--- src/rtl/vga_timing_if.sv ---
// Raster timing bundle: pixel-rate enable into the generator and the
// coordinate, sync, blank and frame outputs going to the drawing stages.
interface vga_timing_if;
    logic        pixel_en;
    logic [10:0] pixelX;
    logic [10:0] pixelY;
    logic        visible;
    logic        hsync;
    logic        vsync;
    logic        startOfFrame;
    logic [7:0]  frameCount;
    logic        hsync_d;
    logic        vsync_d;
    logic        blank_d;

    modport master (
        input  pixel_en,
        output pixelX, pixelY, visible, hsync, vsync, startOfFrame,
               frameCount, hsync_d, vsync_d, blank_d
    );

    modport slave (
        output pixel_en,
        input  pixelX, pixelY, visible, hsync, vsync, startOfFrame,
               frameCount, hsync_d, vsync_d, blank_d
    );
endinterface

--- src/rtl/vga_timing_gen.sv ---
// 640x480 raster timing generator: pixel counters, sync/visible decode,
// frame strobe/counter and a pixel_en-clocked delay line for sync and blank.
module vga_timing_gen #(
    parameter int   H_VISIBLE   = 640,
    parameter int   H_FRONT     = 16,
    parameter int   H_SYNC      = 96,
    parameter int   H_BACK      = 48,
    parameter int   V_VISIBLE   = 480,
    parameter int   V_FRONT     = 10,
    parameter int   V_SYNC      = 2,
    parameter int   V_BACK      = 33,
    parameter logic SYNC_ACTIVE = 1'b0,
    parameter int   PIPE_DELAY  = 1
) (
    input logic         clk,
    input logic         reset,
    vga_timing_if.master vif
);
    localparam logic [10:0] H_LAST   = 11'(H_VISIBLE + H_FRONT + H_SYNC + H_BACK - 1);
    localparam logic [10:0] V_LAST   = 11'(V_VISIBLE + V_FRONT + V_SYNC + V_BACK - 1);
    localparam logic [10:0] H_VIS    = 11'(H_VISIBLE);
    localparam logic [10:0] V_VIS    = 11'(V_VISIBLE);
    localparam logic [10:0] HS_START = 11'(H_VISIBLE + H_FRONT);
    localparam logic [10:0] HS_END   = 11'(H_VISIBLE + H_FRONT + H_SYNC);
    localparam logic [10:0] VS_START = 11'(V_VISIBLE + V_FRONT);
    localparam logic [10:0] VS_END   = 11'(V_VISIBLE + V_FRONT + V_SYNC);
    // Delay-stage reset image: both syncs inactive, blank asserted.
    localparam logic [2:0]  PIPE_RST = {~SYNC_ACTIVE, ~SYNC_ACTIVE, 1'b1};

    logic [10:0] x_reg, x_next;
    logic [10:0] y_reg, y_next;
    logic [7:0]  frame_cnt_reg, frame_cnt_next;
    logic        visible_reg, visible_next;
    logic        hsync_reg, hsync_next;
    logic        vsync_reg, vsync_next;
    logic        sof_reg;
    logic        h_wrap, v_wrap, frame_wrap;
    logic [2:0]  pipe_src;
    logic [2:0]  pipe_out;

    always_comb begin
        h_wrap         = (x_reg == H_LAST);
        v_wrap         = (y_reg == V_LAST);
        frame_wrap     = h_wrap && v_wrap;
        x_next         = h_wrap ? 11'd0 : x_reg + 11'd1;
        y_next         = y_reg;
        if (h_wrap) begin
            y_next = v_wrap ? 11'd0 : y_reg + 11'd1;
        end
        frame_cnt_next = frame_wrap ? frame_cnt_reg + 8'd1 : frame_cnt_reg;
        // Decode from the next counts so the flags line up with the new coordinates.
        visible_next   = (x_next < H_VIS) && (y_next < V_VIS);
        hsync_next     = (x_next >= HS_START && x_next < HS_END) ? SYNC_ACTIVE : ~SYNC_ACTIVE;
        vsync_next     = (y_next >= VS_START && y_next < VS_END) ? SYNC_ACTIVE : ~SYNC_ACTIVE;
    end

    always_ff @(posedge clk or posedge reset) begin
        if (reset) begin
            x_reg         <= 11'd0;
            y_reg         <= 11'd0;
            frame_cnt_reg <= 8'd0;
            visible_reg   <= 1'b1;
            hsync_reg     <= ~SYNC_ACTIVE;
            vsync_reg     <= ~SYNC_ACTIVE;
            sof_reg       <= 1'b0;
        end else begin
            // One clk wide regardless of pixel_en duty: cleared on the very next edge.
            sof_reg <= vif.pixel_en && frame_wrap;
            if (vif.pixel_en) begin
                x_reg         <= x_next;
                y_reg         <= y_next;
                frame_cnt_reg <= frame_cnt_next;
                visible_reg   <= visible_next;
                hsync_reg     <= hsync_next;
                vsync_reg     <= vsync_next;
            end
        end
    end

    assign pipe_src = {hsync_reg, vsync_reg, ~visible_reg};

    generate
        if (PIPE_DELAY == 0) begin : g_no_delay
            assign pipe_out = pipe_src;
        end else begin : g_delay
            for (genvar gi = 0; gi < PIPE_DELAY; gi++) begin : g_stage
                logic [2:0] d_in;
                logic [2:0] q_reg;
                if (gi == 0) begin : g_head
                    assign d_in = pipe_src;
                end else begin : g_tail
                    assign d_in = g_stage[gi-1].q_reg;
                end
                always_ff @(posedge clk or posedge reset) begin
                    if (reset) begin
                        q_reg <= PIPE_RST;
                    end else if (vif.pixel_en) begin
                        q_reg <= d_in;
                    end
                end
            end
            assign pipe_out = g_stage[PIPE_DELAY-1].q_reg;
        end
    endgenerate

    assign vif.pixelX       = x_reg;
    assign vif.pixelY       = y_reg;
    assign vif.visible      = visible_reg;
    assign vif.hsync        = hsync_reg;
    assign vif.vsync        = vsync_reg;
    assign vif.startOfFrame = sof_reg;
    assign vif.frameCount   = frame_cnt_reg;
    assign vif.hsync_d      = pipe_out[2];
    assign vif.vsync_d      = pipe_out[1];
    assign vif.blank_d      = pipe_out[0];
endmodule

--- src/flat_wrapper.sv ---
// flat-port wrapper written by rule: the top's interface ports become plain ports
module vga_timing_gen_flat 
#(
    parameter int   H_VISIBLE   = 640,
    parameter int   H_FRONT     = 16,
    parameter int   H_SYNC      = 96,
    parameter int   H_BACK      = 48,
    parameter int   V_VISIBLE   = 480,
    parameter int   V_FRONT     = 10,
    parameter int   V_SYNC      = 2,
    parameter int   V_BACK      = 33,
    parameter logic SYNC_ACTIVE = 1'b0,
    parameter int   PIPE_DELAY  = 1
)
  (clk, reset, vif_pixel_en, vif_pixelX, vif_pixelY, vif_visible, vif_hsync, vif_vsync, vif_startOfFrame, vif_frameCount, vif_hsync_d, vif_vsync_d, vif_blank_d);
  vga_timing_if vif_i ();
  input logic clk;
  input logic reset;
  input wire logic [$bits(vif_i.pixel_en)-1:0] vif_pixel_en;
  output wire logic [$bits(vif_i.pixelX)-1:0] vif_pixelX;
  output wire logic [$bits(vif_i.pixelY)-1:0] vif_pixelY;
  output wire logic [$bits(vif_i.visible)-1:0] vif_visible;
  output wire logic [$bits(vif_i.hsync)-1:0] vif_hsync;
  output wire logic [$bits(vif_i.vsync)-1:0] vif_vsync;
  output wire logic [$bits(vif_i.startOfFrame)-1:0] vif_startOfFrame;
  output wire logic [$bits(vif_i.frameCount)-1:0] vif_frameCount;
  output wire logic [$bits(vif_i.hsync_d)-1:0] vif_hsync_d;
  output wire logic [$bits(vif_i.vsync_d)-1:0] vif_vsync_d;
  output wire logic [$bits(vif_i.blank_d)-1:0] vif_blank_d;
  assign vif_i.pixel_en = vif_pixel_en;
  assign vif_pixelX = vif_i.pixelX;
  assign vif_pixelY = vif_i.pixelY;
  assign vif_visible = vif_i.visible;
  assign vif_hsync = vif_i.hsync;
  assign vif_vsync = vif_i.vsync;
  assign vif_startOfFrame = vif_i.startOfFrame;
  assign vif_frameCount = vif_i.frameCount;
  assign vif_hsync_d = vif_i.hsync_d;
  assign vif_vsync_d = vif_i.vsync_d;
  assign vif_blank_d = vif_i.blank_d;
  vga_timing_gen #(.H_VISIBLE(H_VISIBLE), .H_FRONT(H_FRONT), .H_SYNC(H_SYNC), .H_BACK(H_BACK), .V_VISIBLE(V_VISIBLE), .V_FRONT(V_FRONT), .V_SYNC(V_SYNC), .V_BACK(V_BACK), .SYNC_ACTIVE(SYNC_ACTIVE), .PIPE_DELAY(PIPE_DELAY)) u_core (.clk(clk), .reset(reset), .vif(vif_i));
endmodule
--- config.mk ---
export PLATFORM = sky130hd
export DESIGN_NAME = vga_timing_gen_flat
export DESIGN_NICKNAME = d
export VERILOG_FILES = /design/src/rtl/vga_timing_if.sv /design/src/rtl/vga_timing_gen.sv /design/src/flat_wrapper.sv
export SDC_FILE = /design/constraint.sdc
export NUM_CORES = 1
export LEC_CHECK = 0
export BUFFER_PORTS_ARGS = -buffer_cell sky130_fd_sc_hd__buf_2
export CAP_MARGIN = 20
export CORE_MARGIN = 4
export CORE_UTILIZATION = 50
export CTS_BUF_LIST = sky130_fd_sc_hd__clkbuf_8
export DETAILED_ROUTE_END_ITERATION = 6
export PLACE_DENSITY = 0.74
export SLEW_MARGIN = 30
export SYNTH_ARGS = -nofsm -noshare
export SYNTH_HDL_FRONTEND = slang
export SYNTH_SLANG_ARGS = --single-unit
--- constraint.sdc ---
create_clock -name clk -period 3.38 [get_ports clk]
set_clock_uncertainty 0.15 [all_clocks]
set_input_delay 0.338 -clock clk [delete_from_list [all_inputs] [get_ports clk]]
set_output_delay 0.338 -clock clk [all_outputs]
set_load 0.005 [all_outputs]
Yosys cells after proc, flatten, opt, wreduce, memory -nomap -nowiden
Index checks and enable logic that the tools add are counted.

operators by class
  $add $sub $neg = 3
  order comparisons = 6
  eq/ne operators = 2
  mux-type cells = 5
  bitwise gates (word level) = 1
  reductions and logical operators = 6

operators with widths
  operator               count
  $mux 11                3
  $add 11x1->11 const B  2
  $eq 11x10->1 const B   2
  $lt 11x10->1 const B   2
  $lt 11x9->1 const B    2
  $ge 11x10->1 const B   1
  $ge 11x9->1 const B    1
  $add 8x1->8 const B    1
  $logic_and 1x1->1      5
  $mux 1                 2
  $reduce_and 2->1       1
  $not 1->1              1

storage, ports and cells
  register bits after elaboration = 37
  input bits = 3
  output and inout port bits = 37
  logic and storage cells = 31

Longest topological paths before layout
Gate-level depths: netlist of the first run.

  depth after elaboration = 6
  gate-level depth with buffers = 8
  mapped depth without buffers = 8

Worst setup path before layout of the first run
OpenSTA, ideal clock, no wires.

  path type = flip-flop to flip-flop
  start = reg u_core.x_reg[5] (netlist: u_core.vif.pixelX[5])
  end = reg u_core.y_reg[4] (netlist: u_core.vif.pixelY[4])
  library setup time = 0.125 ns
  data arrival time = 2.392 ns
  required time = 3.105 ns
  setup slack = 0.713 ns
  cell stages (with the launch flop) = 8
  path buffers = 2
  clock period less this slack = 2.667 ns
  path through = dfrtp_1 -> buf_6 -> or4_4 -> or3_4 -> or2_2 -> buf_2 -> nor3_1 -> mux2_2

on the way
  longest elaborated chain between the ends = 2

RTL lines
  item                    line                  RTL
  from (decl)             vga_timing_gen.sv:30  logic [10:0] x_reg, x_next;
  from (signal assigned)  vga_timing_gen.sv:70  x_reg <= x_next;
  $eq 11x10->1            vga_timing_gen.sv:42  h_wrap = (x_reg == H_LAST);
  $mux 11                 vga_timing_gen.sv:47  if (h_wrap) begin
  to (signal assigned)    vga_timing_gen.sv:71  y_reg <= y_next;
  to (decl)               vga_timing_gen.sv:31  logic [10:0] y_reg, y_next;

Every way passes these cells.
A chain may end at the register's enable or synchronous reset.

Worst setup path in the final report of the first run
  start = reg u_core.x_reg[0] (netlist: u_core.vif.pixelX[0])
  end = reg u_core.visible_reg (netlist: u_core.vif.visible)

on the way
  longest elaborated chain between the ends = 4
  elaborated cells on any way between the ends = 7
  those cells by class = add/sub: 1; order compare: 2; eq/ne: 1; mux: 2; reduce/logical: 1

RTL lines
  item                                           line                                        RTL
  $add 11x1->11 or $eq 11x10->1 (tied branches)  vga_timing_gen.sv:45, vga_timing_gen.sv:42
  $mux 11 (on tied branches)                     vga_timing_gen.sv:45, vga_timing_gen.sv:47
  $lt 11x10->1 or $lt 11x9->1 (tied branches)    vga_timing_gen.sv:52                        visible_next = (x_next < H_VIS) && (y_next < V_VIS);
  $logic_and 1x1->1 (*)                          vga_timing_gen.sv:52
  to (signal assigned)                           vga_timing_gen.sv:73                        visible_reg <= visible_next;
  to (decl)                                      vga_timing_gen.sv:33                        logic visible_reg, visible_next;

Mark *: on every way between the ends. The rest lies on a longest branch, timed or not.

==> results of run 1 <==
## worst max-delay path by stage
stage / slack [ps] / start / end / depth (start not counted)
final: 600 / u_core.vif.pixelX[0] / u_core.vif.visible / 7
after global routing: 380 / u_core.vif.pixelX[0] / u_core.vif.frameCount[7] / 7
after CTS: 600 / u_core.vif.pixelX[0] / u_core.vif.visible / 7
after detailed placement: 620 / u_core.vif.pixelX[0] / u_core.vif.pixelY[4] / 6
after global placement: 680 / u_core.vif.pixelX[5] / u_core.vif.visible / 6
after floorplan: 710 / u_core.vif.pixelX[5] / u_core.vif.pixelY[4] / 7
## per-stage QoR
step / total power [W] / utilization (%) / hold slack [ps] / setup WS, ps
floorplan: 0.000751 / - / 315 / 713
global placement: 0.000822 / 58.5 / 304 / 680
detailed placement: 0.000833 / 58.5 / 331 / 624
CTS: 0.00115 / 60.6 / 11.4 / 601
global route: 0.00121 / 60.6 / 45.8 / 382
finish: 0.00113 / 60.6 / -13.9 / 599
## logic make-up (layout without fill, tap and decap cells)
logic type                 count (synthesis)  in the layout  share of synthesized area, %
buffers and inverters                     27             62                          5.20
AOI/OAI and AO/OA                         50             50                          14.3
xor gates and xnor gates                  15             15                          6.00
adders and majority gates                  4              4                          2.29
and+or+nand+nor                          100            100                          25.0
muxes                                      9              9                          4.57
DFF                                       37             37                          42.7
## worst register-to-register path: stages (launching register included)
cell     delay (ps)
dfrtp_1         450
ha_1            240
nand4_1         360
or4_1           740
or3_1           380
a21oi_2         180
or3_1           150
o22ai_2          60
## routing by layer
metal | share of wire [%] | track usage, % | wire (um) | vias up
met2 | 46 | 30.9 | 2250 | 44
met3 | 5.6 | 4.19 | 277 | 6
met5 | 0 | 0 | 0 | -
li1 | - | - | - | 935
met1 | 47 | 27.5 | 2320 | 890
met4 | 1.4 | 6.64 | 67 | 0
## cells in the final DEF, fill, tap and decap left out, types with 2 or more instances in the layout
cell type and instances:
buf_2 39, dfrtp_1 31, nand2_1 24, o21ai_0 20, nor2_1 15, nand4_1 14
inv_1 9, nand3_1 9, a21oi_1 9, xnor2_1 9, nor3_1 8, mux2_2 8
xor2_1 6, dfstp_2 6, a31oi_1 5, clkbuf_8 5, buf_4 5, and3_1 4
ha_1 4, or3_1 3, nor2b_1 3, nand2b_1 3, nor3_2 2, nor4b_1 2
or4_1 2, o21a_1 2, nor4_1 2, or3b_2 2, a21o_1 2, o41ai_1 2
clkinv_2 2
## final cells by class
type                       instances  area (um^2)  share of cell area (%)
inverter                          10         37.5                    1.51
tap                               50         62.6                    2.51
clock buffer                       5         68.8                    2.76
multi-input combinational        178         1140                    45.8
timing repair buffer              44          233                    9.33
clock inverter                     3         17.5                   0.702
sequential                        37          933                    37.4
## power groups by stage
stage                     Sequential [W]  Clock, W  Combinational [W]
after floorplan                 0.000564         0           0.000187
after global placement          0.000586         0           0.000236
after detailed placement        0.000590         0           0.000242
after CTS                       0.000582  0.000321           0.000243
after global routing            0.000595  0.000339           0.000274
final                           0.000583  0.000312           0.000239
==> impl_metrics.json, run 1 <==
{
  "status": "finished with violations",
  "violations": "negative hold slack",
  "drt-pass1-iter-count": 4,
  "crit-reg2reg-launch": "u_core.vif.pixelX[0]",
  "maxCapViolCount": 0,
  "fill_cells": 367,
  "synth_cells": 242,
  "fin_crit_sh_pct": 82.3,
  "synth.largest_area_cell": "dfrtp_1",
  "grt_pass1_wl_mm": 8.45,
  "rrSetupSlack_ps": 600,
  "p_sw_w": 0.000376,
  "period_minus_slack_ps": 2780,
  "max_slew_margin_pct": 50.5,
  "root_buffer": "clkbuf_8",
  "drc": 0,
  "num_rows": 23,
  "cts_tree": "done",
  "max_freq_ghz": 0.360,
  "drive_above_1_share_pct": 27.8,
  "yosysWarnings": 0,
  "critPathLaunchType": "register",
  "coreArea_um2": 4120,
  "whs_ps": -13.9,
  "place_congestion": 0.922,
  "antenna_cells": 0,
  "timing.rr.end": "u_core.vif.visible",
  "die_area_um2": 5500,
  "p_comb_share_pct": 21.1,
  "antenna_found_initial": 0,
  "ys_async_sr_fraction_pct": 100,
  "dr.first_iter.drc_count": 74,
  "wl_per_cell_um": 15.1,
  "final_nets": 283,
  "cpPeakStageDelay_ps": 740,
  "worst-path-max-fanout": 10,
  "path_clk_slew_ps": 80,
  "slew_violations": 0,
  "synth_top_area_share_pct": 35.4,
  "post_cts_resize_count": 0,
  "cts_setup_buffers": 0,
  "totalWireLength_mm": 4.92,
  "yosys.cell_types.count": 50,
  "critical_path.top_delay_family": "simple AND/OR/NAND/NOR gates",
  "via_per_inst": 5.73,
  "clock_path_buffers": 2,
  "vias": 1875,
  "grt_max_degree": 26,
  "tightest_slew_ps": 736,
  "worstPathRequired_ps": 3450,
  "synthFlopType": "dfrtp_1",
  "dpl_cell_area_um2": 2410,
  "yosysMostFrequentCell": "dfrtp_1",
  "ys_seq_elements": 37,
  "p_per_area_nw_per_um2": 455,
  "final_cells": 327,
  "synth_seq_area_share_pct": 42.7,
  "worstSetupEndpointType": "register",
  "cts-hold-fix-buffers": 0,
  "crit_type": "register to register",
  "hold_class": "input port to asynchronous set/reset pin",
  "avgSynthCellArea_um2": 9.04,
  "clkSinkCount": 37,
  "syn_area_um2": 2190,
  "die_height_um": 74.2,
  "p_int_w": 0.000758,
  "start_util_pct": 53.2,
  "p_leak_nw": 1.09,
  "path_cells": "ha_1 > nand4_1 > or4_1 > or3_1 > a21oi_2 > or3_1 > o22ai_2",
  "final_area_um2": 2490,
  "synth_common_cells": "dfrtp_1, nand2_1, o21ai_0, nor2_1, nand4_1",
  "synth_edf_count": 0,
  "vdd_drop_max_uv": 177,
  "place_inst": 319,
  "grt_use_total_pct": 19.8,
  "cts_buffers": 5,
  "setup_viol": 0,
  "die_w_um": 74.2,
  "arrival_ps": 2850,
  "p_sw_share_pct": 33.2,
  "cts.htree.levels": 2,
  "slowest_stage": "or4_1",
  "synth_nets": 249,
  "reg2reg_depth": 7,
  "path_common_cell": "or3_1",
  "grt_overflow": 0,
  "rsz0062_at_grt": "false",
  "p_clk_share_pct": 27.5,
  "io_pins": 40,
  "area_growth_syn_to_layout_pct": 14.0,
  "numPortBuffers": 39,
  "hpwl_mm": 3.63,
  "detail-route-antenna-nets": 0,
  "final.setup.tns_ps": 0,
  "grt_pass1_vias": 1771,
  "path_buf_inv": 0,
  "synth.area.top_cells": "dfrtp_1, dfstp_2, o21ai_0, mux2_2, nand2_1",
  "final_hold_viol_count": 16,
  "pwr-share-seq_pct": 51.4,
  "clk_latency_ps": 290
}
No activity file was read; power rests on OpenSTA's default activity.
==> run 2: changes to the inputs <==
PLACE_DENSITY = 0.77   (was 0.74)
clock period = 2.5 ns   (was 3.38 ns; I/O delays follow)
==> impl_metrics.json, run 2 (synthesis gave the netlist of run 1 again) <==
{
  "status": "complete, no violations",
  "antenna_found_initial": 0,
  "area_growth_syn_to_layout_pct": 24.4,
  "grt_use_total_pct": 20.4,
  "crit_type": "register to register",
  "dr.first_iter.drc_count": 121,
  "worst_slack_ps": 73.6,
  "die_area_um2": 5500,
  "die_height_um": 74.2,
  "cp_num_cells": 8,
  "final_cells": 350,
  "via_per_inst": 5.68,
  "coreArea_um2": 4120,
  "worstSetupEndpointType": "register",
  "period_minus_slack_ps": 2430,
  "slowest_stage": "or3_4",
  "die_w_um": 74.2,
  "worst-path-max-fanout": 7,
  "start_util_pct": 53.2,
  "cts.htree.levels": 2,
  "clk_latency_ps": 300,
  "detail-route-antenna-nets": 0,
  "clock_path_buffers": 2,
  "cts_buffers": 5,
  "clkSinkCount": 37,
  "slew_violations": 0,
  "root_buffer": "clkbuf_8",
  "path_cells": "ha_1 > nand4_1 > buf_4 > or3_4 > nor2_4 > a211oi_2 > a2111oi_1 > a31oi_1",
  "crit-reg2reg-launch": "u_core.vif.pixelX[0]",
  "io_pins": 40,
  "cts_tree": "done",
  "multi_input_area_um2": 1160,
  "drive_above_1_share_pct": 34.3,
  "vias": 1989,
  "wl_per_cell_um": 15.2,
  "max_slew_margin_pct": 69.4,
  "tightest_slew_ps": 459,
  "reg2reg_depth": 8,
  "maxCapViolCount": 0,
  "path_buf_inv": 1,
  "p_per_area_nw_per_um2": 644,
  "seq_area_um2": 933,
  "critPathLaunchType": "register",
  "grt_pass1_vias": 1867,
  "place_congestion": 0.914,
  "final_hold_viol_count": 0,
  "totalWireLength_mm": 5.33,
  "place_ws_ps": 21.0,
  "arrival_ps": 2490,
  "antenna_cells": 0,
  "setup_viol": 0,
  "vdd_drop_max_uv": 306,
  "rrSetupSlack_ps": 70,
  "fill_cells": 338,
  "path_clk_slew_ps": 80,
  "drt-pass1-iter-count": 4,
  "final_nets": 306,
  "fin_crit_sh_pct": 97.1,
  "place_inst": 338,
  "grt_pass1_wl_mm": 8.71,
  "final.setup.tns_ps": 0,
  "grt_max_degree": 38,
  "whs_ps": 199,
  "mostFrequentLayoutCell": "buf_2",
  "drc": 0,
  "cpPeakStageDelay_ps": 410,
  "hold_class": "input port to register",
  "startpoint": "u_core.vif.pixelX[0]",
  "worstPathRequired_ps": 2560,
  "num_rows": 23,
  "final_cell_mix": "buf_2, dfrtp_1, buf_4, nand2_1, o21ai_0",
  "numPortBuffers": 39,
  "crit_end": "u_core.vif.vsync",
  "p_leak_nw": 1.22,
  "critical_path.top_delay_family": "simple AND/OR/NAND/NOR gates",
  "timing.rr.end": "u_core.vif.vsync",
  "grt_overflow": 0,
  "hpwl_mm": 3.84,
  "max_freq_ghz": 0.412
}
==> run 2: changes by cell type in the layout (fill, tap and decap cells not counted), sizes merged <==
cell / delta
buf: +22
bufinv: +1
dlygate4sd3: +1
clkbuf: +1
clkinv: -2
==> run 2: report_power, final <==
part           internal [W]  switching, W  total (W)
clock              0.000324      0.000221   0.000545
combinational      0.000227      0.000252   0.000479
sequential         0.000673     0.0000550   0.000727
total               0.00122      0.000528    0.00175
==> run 2: layout make-up <==
class / count / area share, %
flip-flops and latches: 37 / 34.3
multi-input cells: 178 / 42.6
clock buffers: 6 / 3.03
inverters: 10 / 1.38
clock inverters: 2 / 1.38
well taps: 50 / 2.30
repair buffers: 67 / 15.0
==> run 2: timing repair <==
| item | CTS | global route |
|---|---|---|
| endpoints found under the hold margin | 31 | 0 |
| endpoints found under the setup margin | 1 | 14 |
| hold buffers | 1 | 0 |
| pin swaps | 0 | 2 |
| buffers inserted | 0 | 3 |
| resized for setup | 1 | 4 |
==> run 2: metal layers <==
layer	GRT usage, %	wire length, um
met1	27.7	2410
met2	32.5	2550
met3	4.73	323
met4	6.04	53
met5	0	0
==> run 2: stage by stage <==
step / util (%) / instance area (um^2) / total power, W
3_3_place_gp: 62.1 / 2550 / 0.00119
5_1_grt: 66.1 / 2720 / 0.00185
3_5_place_dp: 62.1 / 2550 / 0.00121
2_1_floorplan: - / 2200 / 0.00102
6_report: 66.1 / 2720 / 0.00175
4_1_cts: 65.3 / 2690 / 0.00176
==> run 2: worst min path at each step <==
stage                                     to  slack [ps]         start  cells after the start
finish               u_core.vif.startOfFrame         200  vif_pixel_en                      3
global route         u_core.vif.startOfFrame         210  vif_pixel_en                      3
CTS                  u_core.vif.startOfFrame         190  vif_pixel_en                      3
detailed placement      u_core.vif.pixelX[3]         230         reset                      3
global placement        u_core.vif.pixelX[2]         230         reset                      3
floorplan           u_core.vif.frameCount[0]         280         reset                      1
==> run 2: worst register-to-register path: stages (launching register included) <==
cell	delay, ps
dfrtp_1	360
ha_1	220
nand4_1	230
buf_4	250
or3_4	410
nor2_4	170
a211oi_2	70
a2111oi_1	340
a31oi_1	140
